File: src/rtl/bp_fe_queue_endpoint.sv
// rtl/bp_fe_queue_endpoint.sv - FE queue endpoint: fetch-to-BE FIFO plus BE command handler with redirect pulse
module bp_fe_queue_endpoint #(
    parameter int vaddr_width_p = 39,
    parameter int queue_els_p   = 8,
    localparam int fe_queue_width_lp = vaddr_width_p + 33,
    localparam int fe_cmd_width_lp   = vaddr_width_p + 3
) (
    input  logic                         clk_i,
    input  logic                         reset_i,
    input  logic                         fetch_v_i,
    input  logic [vaddr_width_p-1:0]     fetch_pc_i,
    input  logic [31:0]                  fetch_instr_i,
    input  logic                         fetch_exception_i,
    output logic                         fetch_ready_o,
    output logic [fe_queue_width_lp-1:0] fe_queue_o,
    output logic                         fe_queue_v_o,
    input  logic                         fe_queue_ready_i,
    input  logic [fe_cmd_width_lp-1:0]   fe_cmd_i,
    input  logic                         fe_cmd_v_i,
    output logic                         fe_cmd_yumi_o,
    output logic                         redirect_v_o,
    output logic [vaddr_width_p-1:0]     redirect_pc_o
);

    localparam int ptr_w_lp = $clog2(queue_els_p);
    localparam int cnt_w_lp = ptr_w_lp + 1;
    localparam logic [cnt_w_lp-1:0] full_cnt_lp = cnt_w_lp'(queue_els_p);

    typedef enum logic [1:0] {
        e_reset = 2'd0,
        e_run   = 2'd1,
        e_wait  = 2'd2
    } state_e;

    state_e                   state_q, state_d;
    logic [ptr_w_lp-1:0]      rptr_q, rptr_d;
    logic [ptr_w_lp-1:0]      wptr_q, wptr_d;
    logic [cnt_w_lp-1:0]      count_q, count_d;
    logic                     redirect_v_q, redirect_v_d;
    logic [vaddr_width_p-1:0] redirect_pc_q, redirect_pc_d;
    logic [fe_queue_width_lp-1:0] mem_q [queue_els_p];

    logic                     full, empty, enq, deq, flush;
    logic [2:0]               cmd_opcode;
    logic [vaddr_width_p-1:0] cmd_npc;

    assign cmd_opcode = fe_cmd_i[2:0];
    assign cmd_npc    = fe_cmd_i[fe_cmd_width_lp-1:3];
    assign full       = (count_q == full_cnt_lp);
    assign empty      = (count_q == '0);

    // A pending command blocks both queue ports so a flush never races an enqueue/dequeue.
    assign fe_cmd_yumi_o = fe_cmd_v_i;
    assign fetch_ready_o = (state_q == e_run) & ~full & ~fe_cmd_v_i;
    assign fe_queue_v_o  = ~empty & ~fe_cmd_v_i;
    assign fe_queue_o    = mem_q[rptr_q];
    assign enq           = fetch_v_i & fetch_ready_o;
    assign deq           = fe_queue_v_o & fe_queue_ready_i;
    assign redirect_v_o  = redirect_v_q;
    assign redirect_pc_o = redirect_pc_q;

    always_comb begin
        state_d       = state_q;
        redirect_v_d  = 1'b0;
        redirect_pc_d = redirect_pc_q;
        flush         = 1'b0;
        if (fe_cmd_v_i) begin
            case (cmd_opcode)
                3'd0: begin
                    flush         = 1'b1;
                    state_d       = e_run;
                    redirect_v_d  = 1'b1;
                    redirect_pc_d = cmd_npc;
                end
                3'd1: begin
                    if (state_q != e_reset) begin
                        flush         = 1'b1;
                        state_d       = e_run;
                        redirect_v_d  = 1'b1;
                        redirect_pc_d = cmd_npc;
                    end
                end
                3'd2: begin
                    if (state_q != e_reset) begin
                        flush   = 1'b1;
                        state_d = e_wait;
                    end
                end
                default: ;
            endcase
        end
    end

    always_comb begin
        rptr_d  = rptr_q;
        wptr_d  = wptr_q;
        count_d = count_q;
        if (flush) begin
            rptr_d  = '0;
            wptr_d  = '0;
            count_d = '0;
        end else begin
            if (enq) wptr_d = wptr_q + ptr_w_lp'(1);
            if (deq) rptr_d = rptr_q + ptr_w_lp'(1);
            case ({enq, deq})
                2'b10:   count_d = count_q + cnt_w_lp'(1);
                2'b01:   count_d = count_q - cnt_w_lp'(1);
                default: count_d = count_q;
            endcase
        end
    end

    always_ff @(posedge clk_i or posedge reset_i) begin
        if (reset_i) begin
            state_q       <= e_reset;
            rptr_q        <= '0;
            wptr_q        <= '0;
            count_q       <= '0;
            redirect_v_q  <= 1'b0;
            redirect_pc_q <= '0;
        end else begin
            state_q       <= state_d;
            rptr_q        <= rptr_d;
            wptr_q        <= wptr_d;
            count_q       <= count_d;
            redirect_v_q  <= redirect_v_d;
            redirect_pc_q <= redirect_pc_d;
        end
    end

    // Storage is left unreset; only pointers/occupancy define what is valid.
    always_ff @(posedge clk_i) begin
        if (enq) mem_q[wptr_q] <= {fetch_exception_i, fetch_pc_i, fetch_instr_i};
    end

endmodule

File: config.mk
export PLATFORM = sky130hd
export DESIGN_NAME = bp_fe_queue_endpoint
export DESIGN_NICKNAME = d
export VERILOG_FILES = /design/src/rtl/bp_fe_queue_endpoint.sv
export SDC_FILE = /design/constraint.sdc
export NUM_CORES = 1
export LEC_CHECK = 0
export BUFFER_PORTS_ARGS = -buffer_cell sky130_fd_sc_hd__buf_2
export CAP_MARGIN = 30
export CELL_PAD_IN_SITES_DETAIL_PLACEMENT = 2
export CELL_PAD_IN_SITES_GLOBAL_PLACEMENT = 2
export CORE_ASPECT_RATIO = 0.5
export CORE_MARGIN = 5
export CORE_UTILIZATION = 47
export CTS_CLUSTER_DIAMETER = 150
export DETAILED_ROUTE_END_ITERATION = 10
export PLACE_DENSITY = 0.9
export SYNTH_ARGS = -nofsm -noshare
export SYNTH_HDL_FRONTEND = slang
export SYNTH_SLANG_ARGS = --single-unit
File: constraint.sdc
create_clock -name clk_i -period 12.6 [get_ports clk_i]
set_input_delay 1.89 -clock clk_i [delete_from_list [all_inputs] [get_ports clk_i]]
set_output_delay 1.89 -clock clk_i [all_outputs]
set_load 0.005 [all_outputs]
==> metrics.md <==
| Metric | Value |
|---|---|
| Status | complete, no violations |
| Overall power | approximately 5.6 mW |
| Via count | 12202 |
| CP Cell Sequence | buf_16 > buf_4 > buf_16 > mux4_2 > mux2_2 > buf_2 |
| Tcrit/Tclk final | between 40% and 50% |
| Die Y | around 170 µm |
| Vias in the first global route | 13073 |
| First-pass GRT wire length | around 110000 µm |
| F_max | ~190 MHz |
| Crit Path Max Fanout | 36 |
| Die ar. | about 0.056 mm² |
| CTS tree | done |
| CP max stage delay | around 640 ps |
| Slowest-stage cell, CP | dfrtp_4 |
| Worst path arrival time | ~3500 ps |
| HP Class | flop to flop |
| Antenna violations before repair | 18 |
| CP bufs+invs | 4 |
| Site Rows | 58 |
| RSZ-0062 raised after global routing | no |
| Critical Path Sink Type | output pin |
| IO Count | roughly 230 |
| Share of the synthesized area in the top cell type | ~73% |
| Worst hold margin | roughly 500 ps |
| Post-synth cell types | slightly above 40 |
| Ys flop type | edfxtp_1 |
| Die W | between 300 and 400 µm |
| Setup TNS | 0 ps |
| CTS Sinks | roughly 630 |
| WL met1 | 32700 µm |
| Power per standard cell area | roughly 200 mW/mm² |
| NumNets Final | 1391 |
| Met2 routed WL | ~37000 µm |
| Area after DPL | between 0.02 and 0.03 mm² |
| Critical path type | flop to output pin |
| Layout cell share with drive strength beyond 1 | about 47% |
| Fillers | about 4300 |
| Buffers on Ports | roughly 230 |
| Dpl hpwl | 44500 µm |
| Syn Nets | approximately 1100 |
| Final WL | 76900 µm |
| Synth area leader | edfxtp_1 |
| Synth Area per Inst | about 24 µm² |
| Cells after synthesis | 998 |
| Hold-fix buffers, CTS | 0 |
| Flops & latches, synth | between 600 and 700 |
| Number of DRC markers in iteration 0 | approximately 1700 |
| Initial DRT Pass Iterations | 5 |
| Post-CTS Setup Bufs | 0 |
| Pleak | a little over 9 nW |
| Layout area overhead | 16.7% |
| Min Tclk post-route | 5350 ps |
| Clk_skew | between 20 and 25 ps |
| CP delay by family, top | buffers and inverters |
| Initial core utilization | between 40% and 50% |
| All-Layer GR Usage | between 20% and 30% |
| Core area | 0.0502 mm² |
| Most frequent cell after synthesis | edfxtp_1 |
| Max_cap viols | 0 |
| Ranking of synthesized cells by area | edfxtp_1 (73%), mux4_2 (14%), dfrtp_1 (5.5%) |
| Post-synth top cells | edfxtp_1 (576), mux4_2 (144), mux2_2 (112), dfrtp_1 (52), buf_2 (23) |
| Max VDD drop | about 120 µV |
| Worst-Margin Slew | between 900 and 1000 ps |
| Most Frequent Cell on Critical Path | buf_16 |
| Sequential-to-total area share from yosys stat | 78.0% |
| Final instance area | between 0.02 and 0.03 mm² |
| Slew headroom | ~34% |
| Setup violators final | 0 |
| GR Overflow Total | 0 |
| Max clock buf depth | 3 |
| Root buffer cell | clkbuf_16 |
| Largest net degree at the start of global routing | 72 |
| WL met3 | 5710 µm |
| Final Hold Viols | 0 |
| CTS buffer count | 54 |
| Number of synthesized flops with an enable pin | roughly 580 |
| YS warnings | 0 |
| RePlAce Congestion | 0.725 |
| Htree depth | 2 |
| Routed len/inst | roughly 38 µm |
| Vias per inst | ~6 |
| Util after Layout | 55.4% |
| Final Max Slew Viols | 0 |
| Residual DRC | 0 |
| Clk_lat worst skew | 610 ps |
| Synthesized area | around 0.024 mm² |
| Highest metal used | met5 |
| Required @ worst endpoint | roughly 11000 ps |
| Worst setup SP type | flop |
| Worst-path clk slew | roughly 80 ps |
| Async set-reset flop share out of synthesis | under 10% |
| Final ANT Viol Nets | 0 |
| Post-cts sizing count | 0 |
==> placed cells by master, fill, tap and decap left out, types with 3 or more instances in the layout <==
cell / Yosys / routed
edfxtp_1: 576 / 576
buf_2: 23 / 233
mux4_2: 144 / 144
mux2_2: 112 / 112
clkbuf_16: 0 / 58
dfrtp_1: 52 / 49
buf_4: 1 / 21
clkbuf_1: 20 / 17
diode_2: 0 / 12
nor2_1: 9 / 8
clkinv_2: 0 / 8
clkbuf_8: 0 / 7
clkinv_1: 0 / 7
buf_16: 0 / 7
nand2_1: 5 / 5
ha_1: 4 / 4
nor2b_1: 3 / 3
a21oi_1: 3 / 3
mux2i_1: 3 / 3
xnor2_1: 3 / 3
dfrtp_4: 0 / 3
==> metal layers <==
| layer | vias up | global-route usage [%] |
|---|---|---|
| met2 | 624 | 43.7 |
| li1 | 4744 | - |
| met3 | 119 | 6.17 |
| met4 | 8 | 6.42 |
| met1 | 6707 | 40.2 |
| met5 | - | 0 |
==> power by group <==
group	switching, mW	leakage, nW	internal [mW]
Clock	0.804	0.846	0.903
Combinational	0.692	2.57	0.734
Sequential	0.0903	5.80	2.34
==> per-stage QoR <==
step	setup slack (ps)	cells
4_1_cts	6830	1995
3_3_place_gp	7550	1892
5_1_grt	7090	2011
3_5_place_dp	7510	1896
2_1_floorplan	2130	998
6_report	7250	2012
==> cells by family (layout without fill, tap and decap cells) <==
kind of cell	after synthesis	after routing	synth area share, %
AO/OA/AOI/OAI	9	9	0.289
XOR/XNOR	6	6	0.299
adder cells (fa/ha/maj)	5	5	0.294
buffers and inverters	51	363	1.03
flip-flops	628	628	78.0
multiplexers	260	260	19.1
other	0	12	0
AND/OR/NAND/NOR	39	39	0.987
==> final timing paths <==
| kind | from | to | slack [ps] | depth (start not counted) |
|---|---|---|---|---|
| min | redirect_pc_o[33] | redirect_pc_o[33] | 510 | 1 |
| min reg2reg | redirect_pc_o[33] | redirect_pc_o[33] | 510 | 1 |
| max | rptr_q[0] | fe_queue_o[52] | 7250 | 6 |
| max reg2reg | state_q[1] | mem_q[7][57] | 8940 | 5 |
| min in group asynchronous | reset_i | redirect_pc_o[8] | 1190 | 2 |
| max in group asynchronous | reset_i | rptr_q[1] | 10890 | 3 |
==> area by class of cell <==
type | instances | area (µm²) | share of cell area (%)
Clock inverter | 17 | 105 | 0.378
Antenna cell | 12 | 30.0 | 0.108
Tap cell | 690 | 863 | 3.10
Multi-Input combinational cell | 319 | 5040 | 18.1
Clock buffer | 82 | 1610 | 5.80
Sequential cell | 628 | 18600 | 66.9
Timing Repair Buffer | 262 | 1540 | 5.53
Inverter | 2 | 7.51 | 0.0270
==> sequential cells by signal (all words and copies together), names as in the netlist <==
name and flops:
redirect_pc_o 39, wptr_q 3, mem_q 576, count_q 4
redirect_v_o 1, state_q 2, rptr_q 3
No activity file was read; power rests on OpenSTA's default activity.
